**src/rtl/sram_denetleyici.sv**
```systemverilog
// Two-port round-robin front end for the single-port pdk_sram macro with the pulse-style CE protocol.
// Optional byte-masked writes (read-modify-write) are enabled with `define SRAM_BAYT_MASKE_EN.
module sram_denetleyici #(
  parameter  int SATIR_SAYISI     = 64,
  parameter  int SOZCUK_GENISLIGI = 32,
  localparam int ADRES_GENISLIGI  = $clog2(SATIR_SAYISI),
  localparam int BAYT_SAYISI      = SOZCUK_GENISLIGI / 8
) (
  input  logic                        clk_i,
  input  logic                        rst_i,
  input  logic                        p0_istek_gecerli_i,
  output logic                        p0_istek_hazir_o,
  input  logic                        p0_yaz_i,
  input  logic [ADRES_GENISLIGI-1:0]  p0_adres_i,
  input  logic [SOZCUK_GENISLIGI-1:0] p0_veri_i,
  input  logic [BAYT_SAYISI-1:0]      p0_maske_i,
  output logic                        p0_yanit_gecerli_o,
  output logic [SOZCUK_GENISLIGI-1:0] p0_veri_o,
  input  logic                        p1_istek_gecerli_i,
  output logic                        p1_istek_hazir_o,
  input  logic                        p1_yaz_i,
  input  logic [ADRES_GENISLIGI-1:0]  p1_adres_i,
  input  logic [SOZCUK_GENISLIGI-1:0] p1_veri_i,
  input  logic [BAYT_SAYISI-1:0]      p1_maske_i,
  output logic                        p1_yanit_gecerli_o,
  output logic [SOZCUK_GENISLIGI-1:0] p1_veri_o,
  output logic                        sram_ce_o,
  output logic                        sram_web_o,
  output logic                        sram_oeb_o,
  output logic                        sram_csb_o,
  output logic [ADRES_GENISLIGI-1:0]  sram_a_o,
  output logic [SOZCUK_GENISLIGI-1:0] sram_i_o,
  input  logic [SOZCUK_GENISLIGI-1:0] sram_o_i
);

  typedef enum logic [2:0] {BOSTA, KUR, TETIK, YAKALA, BITIR} durum_t;

  durum_t durum;
  logic   son_secim;
  logic   sahip;
  logic   secim;
  logic   secim_var;
  logic                        sec_yaz;
  logic [ADRES_GENISLIGI-1:0]  sec_adres;
  logic [SOZCUK_GENISLIGI-1:0] sec_veri;

`ifdef SRAM_BAYT_MASKE_EN
  logic [BAYT_SAYISI-1:0] sec_maske;
  logic [BAYT_SAYISI-1:0] maske;
  logic                   rmw;

  assign sec_maske = secim ? p1_maske_i : p0_maske_i;

  function automatic logic [SOZCUK_GENISLIGI-1:0] birlestir(
    input logic [SOZCUK_GENISLIGI-1:0] eski,
    input logic [SOZCUK_GENISLIGI-1:0] yeni,
    input logic [BAYT_SAYISI-1:0]      m
  );
    logic [SOZCUK_GENISLIGI-1:0] sonuc;
    for (int k = 0; k < BAYT_SAYISI; k++)
      sonuc[8*k +: 8] = m[k] ? yeni[8*k +: 8] : eski[8*k +: 8];
    return sonuc;
  endfunction
`else
  logic unused_maske;
  assign unused_maske = ^{p0_maske_i, p1_maske_i};
`endif

  // Grant only while idle; on a tie the port that lost last time wins.
  always_comb begin
    secim_var = 1'b0;
    secim     = 1'b0;
    if (durum == BOSTA) begin
      if (p0_istek_gecerli_i && p1_istek_gecerli_i) begin
        secim_var = 1'b1;
        secim     = ~son_secim;
      end else if (p0_istek_gecerli_i) begin
        secim_var = 1'b1;
      end else if (p1_istek_gecerli_i) begin
        secim_var = 1'b1;
        secim     = 1'b1;
      end
    end
  end

  assign p0_istek_hazir_o = secim_var & ~secim;
  assign p1_istek_hazir_o = secim_var & secim;
  assign sec_yaz   = secim ? p1_yaz_i   : p0_yaz_i;
  assign sec_adres = secim ? p1_adres_i : p0_adres_i;
  assign sec_veri  = secim ? p1_veri_i  : p0_veri_i;

  always_ff @(posedge clk_i) begin
    if (rst_i) begin
      durum              <= BOSTA;
      son_secim          <= 1'b1;
      sahip              <= 1'b0;
      sram_ce_o          <= 1'b0;
      sram_csb_o         <= 1'b1;
      sram_web_o         <= 1'b1;
      sram_oeb_o         <= 1'b1;
      sram_a_o           <= '0;
      sram_i_o           <= '0;
      p0_yanit_gecerli_o <= 1'b0;
      p1_yanit_gecerli_o <= 1'b0;
      p0_veri_o          <= '0;
      p1_veri_o          <= '0;
`ifdef SRAM_BAYT_MASKE_EN
      rmw                <= 1'b0;
`endif
    end else begin
      p0_yanit_gecerli_o <= 1'b0;
      p1_yanit_gecerli_o <= 1'b0;
      case (durum)
        BOSTA: begin
          if (secim_var) begin
            sahip     <= secim;
            son_secim <= secim;
            sram_a_o  <= sec_adres;
            sram_i_o  <= sec_veri;
`ifdef SRAM_BAYT_MASKE_EN
            maske <= sec_maske;
            if (sec_yaz && (sec_maske == '0)) begin
              // Nothing to write: acknowledge immediately without touching the macro.
              p0_yanit_gecerli_o <= ~secim;
              p1_yanit_gecerli_o <= secim;
            end else begin
              sram_csb_o <= 1'b0;
              // A partial mask starts with a read of the old word.
              sram_web_o <= ~(sec_yaz && (sec_maske == '1));
              rmw        <= sec_yaz && (sec_maske != '1);
              durum      <= KUR;
            end
`else
            sram_csb_o <= 1'b0;
            sram_web_o <= ~sec_yaz;
            durum      <= KUR;
`endif
          end
        end
        KUR: begin
          sram_ce_o <= 1'b1;
          durum     <= TETIK;
        end
        TETIK: begin
          sram_ce_o <= 1'b0;
          if (sram_web_o) begin
            sram_oeb_o <= 1'b0;
            durum      <= YAKALA;
          end else begin
            durum <= BITIR;
          end
        end
        YAKALA: begin
          sram_oeb_o <= 1'b1;
`ifdef SRAM_BAYT_MASKE_EN
          if (rmw) begin
            sram_i_o   <= birlestir(sram_o_i, sram_i_o, maske);
            sram_web_o <= 1'b0;
            rmw        <= 1'b0;
            durum      <= KUR;
          end else
`endif
          begin
            if (sahip) begin
              p1_veri_o          <= sram_o_i;
              p1_yanit_gecerli_o <= 1'b1;
            end else begin
              p0_veri_o          <= sram_o_i;
              p0_yanit_gecerli_o <= 1'b1;
            end
            sram_csb_o <= 1'b1;
            sram_web_o <= 1'b1;
            durum      <= BOSTA;
          end
        end
        BITIR: begin
          p0_yanit_gecerli_o <= ~sahip;
          p1_yanit_gecerli_o <= sahip;
          sram_csb_o         <= 1'b1;
          sram_web_o         <= 1'b1;
          durum              <= BOSTA;
        end
        default: durum <= BOSTA;
      endcase
    end
  end

endmodule

```
**config.mk**
```make
export PLATFORM = sky130hd
export DESIGN_NAME = sram_denetleyici
export DESIGN_NICKNAME = d
export VERILOG_FILES = /design/src/rtl/sram_denetleyici.sv
export SDC_FILE = /design/constraint.sdc
export NUM_CORES = 1
export LEC_CHECK = 0
export CAP_MARGIN = 40
export CORE_ASPECT_RATIO = 0.75
export CORE_MARGIN = 2
export CORE_UTILIZATION = 40
export CTS_CLUSTER_SIZE = 24
export DETAILED_ROUTE_END_ITERATION = 8
export PLACE_DENSITY = 0.88
export SLEW_MARGIN = 20
export SYNTH_ARGS = -nofsm -noshare
export SYNTH_HDL_FRONTEND = slang
export SYNTH_SLANG_ARGS = --single-unit
```
**constraint.sdc**
```tcl
create_clock -name clk_i -period 2.4 [get_ports clk_i]
set_clock_uncertainty 0.2 [all_clocks]
set_input_delay 0.6 -clock clk_i [delete_from_list [all_inputs] [get_ports clk_i]]
set_output_delay 0.6 -clock clk_i [all_outputs]
set_load 0.01 [all_outputs]
```
Word-level counts from Yosys, hierarchy flattened
Cells that the tools add are included.
- output and inout port bits: 110
- register bits after elaboration: 113
- equal/unequal tests: 6
- reductions and logical operators: 11
- bitwise gates (word level): 6
- muxes and demuxes: 24
- operators by type and width (operator ; count):
    $mux W32 ; 1
    $mux W1 ; 13
    $pmux W1 S2 ; 6
    $reduce_and A2 Y1 ; 5
    $pmux W3 S3 ; 1
    $eq A3 B2 Y1 const B ; 2
    $mux W3 ; 2
    $mux W6 ; 1
    $reduce_bool A2 Y1 ; 3
    $ne A2 B2 Y1 const B ; 2
    $not A1 Y1 ; 4
    $eq A3 B1 Y1 const B ; 1
    $eq A3 B3 Y1 const B ; 1
    $logic_not A3 Y1 ; 1
    $and A1 B1 Y1 ; 2
    $reduce_or A2 Y1 ; 1
    $logic_and A1 B1 Y1 ; 1

Longest topological paths before layout
Gate-level depths: netlist (run 1).
- depth after elaboration: 8
- mapped depth: 6

Least setup slack after synthesis (run 1)
Ideal clock, no wire load.
- path type: in2out
- from: input port p1_istek_gecerli_i
- to: output port p1_istek_hazir_o
- path slack: 0.221 ns
- arrival time: 1.379 ns
- data required time: 1.600 ns
- path buffers: 1
- stages: 4
- cells stage by stage: a21boi_1 > clkbuf_1 > nand2_1 > inv_1
- cells in the longest elaborated chain, start to end: 5
- RTL lines (element ; RTL line ; RTL):
    start, declared ; 19 ; input logic p1_istek_gecerli_i,
    $mux W1 ; 79 ; end else if (p1_istek_gecerli_i) begin
    $mux W1 ; 77 ; end else if (p0_istek_gecerli_i) begin
    $mux W1 ; 74 ; if (p0_istek_gecerli_i && p1_istek_gecerli_i) begin
    $mux W1 ; 73 ; if (durum == BOSTA) begin
    $and A1 B1 Y1 * ; 87 ; assign p1_istek_hazir_o = secim_var & secim;
    end, declared ; 20 ; output logic p1_istek_hazir_o,
Every way passes the cells marked *; elsewhere a longest branch is shown, timed or not.

Worst setup path after layout (run 1)
- from: input port p1_istek_gecerli_i
- to: output port p0_istek_hazir_o
- cells in the longest elaborated chain, start to end: 6
- RTL lines (element ; RTL line ; RTL):
    $mux W1 ; 79 ;
    $mux W1 ; 77 ;
    $mux W1 ; 74 ;
    $mux W1 ; 73 ;
    $not A1 Y1 ; 86 ; assign p0_istek_hazir_o = secim_var & ~secim;
    $and A1 B1 Y1 * ; 86 ;
    end, declared ; 12 ; output logic p0_istek_hazir_o,
Marked as above.

==> results.sh, run 1 <==
export IMPL_ys_flop_type="dfxtp_1"
export IMPL_r2r_slack_ns=0.24
export IMPL_diodes=0
export IMPL_r2r_cells=5
export IMPL_clk_pin_slew_worst_paths_ns=0.06
export IMPL_period_share=0.947
export IMPL_postRouteWirelength_um=14100
export IMPL_stdcell_count=919
export IMPL_post_place_ws_ns=-0.439
export IMPL_min_delay_path_depth=2
export IMPL_cts_buffer_depth=2
export IMPL_vias=4720
export IMPL_final_cell_mix="clkdlybuf4s50_1 (218), nand2_1 (130), dfxtp_1 (113)"
export IMPL_regArea_sq_mm=0.00226
export IMPL_cts_buffers=17
export IMPL_fin_area_sq_mm=0.00758
export IMPL_drv_slew=0
export IMPL_holdPathEnd="son_secim$_SDFFE_PP1P_"
export IMPL_cp_start_kind="input port"
export IMPL_grt_overflow_total=0
export IMPL_min_path_type="input port to register"
export IMPL_cts_htree_levels=4
export IMPL_grt_pass1_wl_um=22300
export IMPL_grt_max_degree=42
export IMPL_ys_ff_latch=113
export IMPL_synth_cell_types=32
export IMPL_period_needed_ns=2.27
export IMPL_maxCapViolCount=0
export IMPL_drt_iter0_drc=242
export IMPL_r2r_end="sram_i_o[29]$_SDFFE_PP0P_"
export IMPL_worstSetupStartpoint="p1_istek_gecerli_i"
export IMPL_yosysWarnings=0
export IMPL_worstSetupPathType="input port to output port"
export IMPL_root_buffer="clkbuf_16"
export IMPL_nets=888
export IMPL_sw_frac_of_total=0.258
export IMPL_dp_cells=885
export IMPL_cp_end_kind="output port"
export IMPL_status="finished clean"
export IMPL_gp_routability_congestion=0.839
export IMPL_areaGrowthSynthToFinish_pct=68.0
export IMPL_routed_via_density=5.14
export IMPL_postLayoutSetupSlackWorst_ns=0.126
export IMPL_grt_antenna_before_repair=0
export IMPL_rsz0062_at_grt="false"
export IMPL_mappedNetlistNets=669
export IMPL_worst_pin_slew_ns=0.418
export IMPL_top_layer_used="met4"
export IMPL_setup_violations=0
export IMPL_cts_tree="done"
export IMPL_core_sq_mm=0.0109
export IMPL_p_sw_mw=1.47
export IMPL_avgSynthCellArea_sq_um=8.25
export IMPL_crit_path_max_fanout=3
export IMPL_wl_per_cell_um=15.4
export IMPL_fp_row_count=33
export IMPL_die_area_sq_mm=0.0122
export IMPL_synthArstFlopShare=0
export IMPL_p_seq_frac=0.362
export IMPL_peakVddDrop_v=0.000612
export IMPL_drc=0
export IMPL_start_util=0.412
export IMPL_multi_input_area_sq_mm=0.00194
export IMPL_pin_count=232
export IMPL_fillCellCount=805
export IMPL_slew_headroom=0.721
export IMPL_final_common_cell="clkdlybuf4s50_1"
export IMPL_chipHeight_um=96.0
export IMPL_placedInstanceArea_sq_mm=0.00694
export IMPL_clk_latency_ns=0.40
export IMPL_dp_hpwl_um=10100
export IMPL_clock_sinks=113
export IMPL_numPortBuffers=223
export IMPL_min_from="rst_i"
export IMPL_fp_dieW_um=127
export IMPL_ys_seq_area_frac=0.502
export IMPL_dr_wl_met3_um=1330
export IMPL_p_int_mw=4.22
export IMPL_drive_gt1_frac=0.110
export IMPL_grt_pass1_vias=4598
export IMPL_grt_usage=0.231
export IMPL_powerDensity_mw_per_mm2=751
export IMPL_crit_arrival_ns=1.47
export IMPL_r2r_start="durum[2]$_SDFFE_PP0P_"
export IMPL_required_ns=1.60
export IMPL_power_frac_comb=0.177
export IMPL_antenna_left=0
export IMPL_hold_violations=0
export IMPL_p_leak_nw=2.71
export IMPL_p_clk_frac=0.461
export IMPL_drt_pass1_iterations=4
export IMPL_synth_edf_count=0
export IMPL_synthCells=547
export IMPL_synth_area_sq_mm=0.00451
export IMPL_met2_wirelength_um=6960
export IMPL_drt_met1_wl_um=5500
export IMPL_timing_fmax_mhz=440
-- layer usage --
layer | global-route usage | up-vias
met5 | 0 | -
met4 | 0.115 | 0
met3 | 0.0789 | 29
met2 | 0.397 | 210
met1 | 0.260 | 2194
li1 | - | 2287
-- per-stage QoR --
stage / hold slack, ns / power (mW) / utilization / setup TNS (ns)
2_1_floorplan: 0.260 / 2.54 / - / 0
3_3_place_gp: 0.239 / 3.06 / 0.634 / -2.45
3_5_place_dp: 0.246 / 3.09 / 0.634 / -4.71
4_1_cts: 0.247 / 5.73 / 0.691 / 0
5_1_grt: 0.260 / 5.91 / 0.692 / 0
6_report: 0.254 / 5.69 / 0.692 / 0
-- timing repair --
| item | in CTS | in global routing |
|---|---|---|
| resized for setup | 12 | 1 |
| pin swaps | 0 | 1 |
| setup buffers | 1 | 1 |
| hold buffers | 0 | 0 |
| setup endpoints to repair | 2 | 1 |
-- worst max path at each step --
stage                  endpoint  slack [ns]  depth (start not counted)
3_3_place_gp   p1_istek_hazir_o       -0.38                          5
4_1_cts        p0_istek_hazir_o        0.06                          4
3_5_place_dp   p1_istek_hazir_o       -0.44                          5
6_report       p0_istek_hazir_o        0.13                          5
2_1_floorplan  p1_istek_hazir_o        0.22                          4
5_1_grt        p0_istek_hazir_o        0.03                          4
-- state kept, by name (all words and copies together) (netlist names) --
register	count
p1_veri_o	32
p0_veri_o	32
sram_web_o	1
durum	3
sram_i_o	32
p1_yanit_gecerli_o	1
son_secim	1
sram_ce_o	1
sahip	1
p0_yanit_gecerli_o	1
sram_csb_o	1
sram_oeb_o	1
sram_a_o	6
-- cells by family after synthesis --
| kind of cell | after synthesis | share of synthesized area |
|---|---|---|
| buffers and inverters | 86 | 0.0788 |
| flip-flops | 113 | 0.502 |
| AND/OR/NAND/NOR | 189 | 0.172 |
| AO/OA/AOI/OAI | 159 | 0.248 |
-- worst max-delay path, stage by stage --
cell and delay (ns):
dlygate4sd2_1 0.26, a21boi_2 0.16, buf_4 0.14, nor2_1 0.08, clkdlybuf4s15_2 0.23
-- power groups by stage --
stage / sequential, mW / clock [mW] / combinational (mW)
detailed placement: 2.10 / 0 / 0.994
finish: 2.06 / 2.62 / 1.01
floorplan: 2.14 / 0 / 0.400
global placement: 2.09 / 0 / 0.970
global route: 2.08 / 2.75 / 1.08
CTS: 2.06 / 2.66 / 1.00
-- cell usage after synthesis (2+ instances only) --
| library cell | instances | share of area |
|---|---|---|
| clkbuf_1 | 35 | 0.029 |
| o32ai_2 | 20 | 0.072 |
| a211o_1 | 2 | 0.0039 |
| inv_1 | 40 | 0.033 |
| and3b_1 | 2 | 0.0039 |
| nor3_1 | 3 | 0.0033 |
| buf_2 | 8 | 0.0089 |
| nor4_1 | 2 | 0.0028 |
| buf_6 | 3 | 0.0075 |
| nor2_1 | 42 | 0.035 |
| dfxtp_1 | 113 | 0.50 |
| a21oi_1 | 106 | 0.12 |
| nand2_1 | 130 | 0.11 |
| o32ai_1 | 18 | 0.035 |
| o21ai_0 | 6 | 0.0067 |
-- layout make-up --
type,instances,area share
sequential,113,0.299
timing repair buffer,246,0.321
clock buffer,18,0.0580
inverter,40,0.0198
multi-input combinational,348,0.256
clock inverter,14,0.0238
tap,140,0.0231
(Power assumes the default switching activity.)
==> run 2, diff against run 1 <==
CORE_MARGIN = default   (was 2)
SLEW_MARGIN = 10   (was 20)
==> results.sh, run 2 (same netlist as run 1, synthesis figures left out) <==
export IMPL_peakVddDrop_v=0.000504
export IMPL_pin_count=232
export IMPL_min_path_type="register to register"
export IMPL_multi_input_area_sq_mm=0.00194
export IMPL_p_clk_frac=0.450
export IMPL_timing_fmax_mhz=438
export IMPL_setup_tns_ns=0
export IMPL_r2r_cells=5
export IMPL_slowest_delay_ns=0.31
export IMPL_areaGrowthSynthToFinish_pct=67.5
export IMPL_grt_overflow_total=0
export IMPL_chipHeight_um=94.0
export IMPL_cp_end_kind="output port"
export IMPL_grt_antenna_before_repair=0
export IMPL_path_cells="nor3_2, o21ai_1, nor2_1, dlygate4sd2_1"
export IMPL_gp_routability_congestion=0.810
export IMPL_cts_buffer_depth=2
export IMPL_grt_pass1_vias=4623
export IMPL_status="finished clean"
export IMPL_min_from="p0_veri_o[15]$_SDFFE_PP0P_"
export IMPL_maxCapViolCount=0
export IMPL_grt_max_degree=68
export IMPL_p_leak_nw=2.70
export IMPL_vias=4713
export IMPL_p_int_mw=4.21
export IMPL_numPortBuffers=223
export IMPL_postRouteWirelength_um=14200
export IMPL_cp_start_kind="register"
export IMPL_r2r_start="durum[2]$_SDFFE_PP0P_"
export IMPL_whs_ns=0.254
export IMPL_core_sq_mm=0.0109
export IMPL_antenna_left=0
export IMPL_drt_pass1_iterations=5
export IMPL_die_area_sq_mm=0.0117
export IMPL_wl_per_cell_um=15.5
export IMPL_p_seq_frac=0.370
export IMPL_clk_pin_slew_worst_paths_ns=0.05
export IMPL_slew_headroom=0.545
export IMPL_period_share=0.952
export IMPL_routed_via_density=5.13
export IMPL_period_needed_ns=2.28
export IMPL_powerDensity_mw_per_mm2=738
export IMPL_cts_tree="done"
export IMPL_worst_pin_slew_ns=0.683
export IMPL_drt_iter0_drc=205
export IMPL_fillCellCount=818
export IMPL_worstSetupPathType="register to output port"
export IMPL_top_regs="p0_veri_o: 32 flops, p1_veri_o: 32 flops, sram_i_o: 32 flops"
export IMPL_dp_hpwl_um=10100
export IMPL_crit_arrival_ns=1.48
export IMPL_cts_buffers=17
export IMPL_sw_frac_of_total=0.244
export IMPL_fp_dieW_um=125
export IMPL_r2r_slack_ns=0.19
export IMPL_final_cell_mix="clkdlybuf4s50_1 (218), nand2_1 (130), dfxtp_1 (113)"
export IMPL_required_ns=1.60
export IMPL_clock_sinks=113
export IMPL_diodes=0
export IMPL_root_buffer="clkbuf_16"
export IMPL_crit_path_top_delay_cell="dfxtp_1"
export IMPL_clk_latency_ns=0.39
export IMPL_setup_violations=0
export IMPL_grt_usage=0.238
export IMPL_crit_path_max_fanout=3
export IMPL_rsz0062_at_grt="false"
export IMPL_hold_violations=0
export IMPL_min_delay_path_depth=2
export IMPL_drive_gt1_frac=0.104
export IMPL_start_util=0.412
export IMPL_drc=0
export IMPL_power_frac_comb=0.180
export IMPL_fp_row_count=33
export IMPL_p_sw_mw=1.36
export IMPL_regArea_sq_mm=0.00226
export IMPL_holdPathEnd="p0_veri_o[15]$_SDFFE_PP0P_"
export IMPL_final_common_cell="clkdlybuf4s50_1"
export IMPL_grt_pass1_wl_um=22200
export IMPL_drv_slew=0
export IMPL_r2r_end="sram_i_o[3]$_SDFFE_PP0P_"
export IMPL_nets=888
export IMPL_cts_htree_levels=4
-- run 2: changes by cell type in the layout (fill, tap and decap cells not counted), sizes merged --
cell / change
buf: -1
clkbuf: +3
inv: -3
clkinvlp: +1
clkinv: -2
dlygate4sd2: +1
-- run 2: worst max-delay path by stage --
stage | start | end | slack [ns] | depth (start not counted)
after floorplan | p1_istek_gecerli_i | p1_istek_hazir_o | 0.22 | 4
after global placement | p1_istek_gecerli_i | p1_istek_hazir_o | -0.43 | 5
after detailed placement | p1_istek_gecerli_i | p1_istek_hazir_o | -0.45 | 5
after CTS | durum[2]$_SDFFE_PP0P_ | p0_istek_hazir_o | 0.11 | 4
after global routing | durum[2]$_SDFFE_PP0P_ | p0_istek_hazir_o | 0.03 | 4
final | durum[2]$_SDFFE_PP0P_ | p0_istek_hazir_o | 0.12 | 4
-- run 2: cell type report --
class | count | area share
multi-input cells | 348 | 0.256
clock inverters | 10 | 0.0177
repair buffers | 246 | 0.322
well taps | 140 | 0.0232
flip-flops and latches | 113 | 0.299
clock buffers | 21 | 0.0610
inverters | 40 | 0.0199
-- run 2: repair_timing --
action	CTS	global route
setup endpoints to repair	2	0
resized for setup	7	0
buffers inserted	1	0
hold buffers	0	0
-- run 2: power by group through the flow --
stage	registers (mW)	logic [mW]	clock network, mW
floorplan	2.14	0.400	0
global placement	2.09	0.965	0
detailed placement	2.10	0.997	0
CTS	2.06	1.00	2.55
global route	2.08	1.06	2.65
finish	2.06	1.00	2.51
-- run 2: metal layers --
layer / vias up / wire [um] / track usage
met2: 202 / 7250 / 0.429
met3: 16 / 1070 / 0.0746
met5: - / 0 / 0
li1: 2279 / - / -
met4: 0 / 164 / 0.0833
met1: 2216 / 5700 / 0.266
-- run 2: critical path, delay by kind of cell (launching register included) --
family | cells | cell delay, ns
flip-flops | 1 | 0.31
AO/OA/AOI/OAI | 1 | 0.13
buffers and inverters | 1 | 0.29
AND/OR/NAND/NOR | 2 | 0.36
-- run 2: through the flow --
step	setup slack [ns]	power [mW]	util	cell area, sq um	std cells
4_1_cts	0.113	5.62	0.690	7550	918
2_1_floorplan	0.221	2.54	-	4510	547
5_1_grt	0.0330	5.79	0.690	7550	918
3_5_place_dp	-0.448	3.10	0.636	6950	886
3_3_place_gp	-0.426	3.06	0.636	6950	886
6_report	0.115	5.57	0.690	7550	918
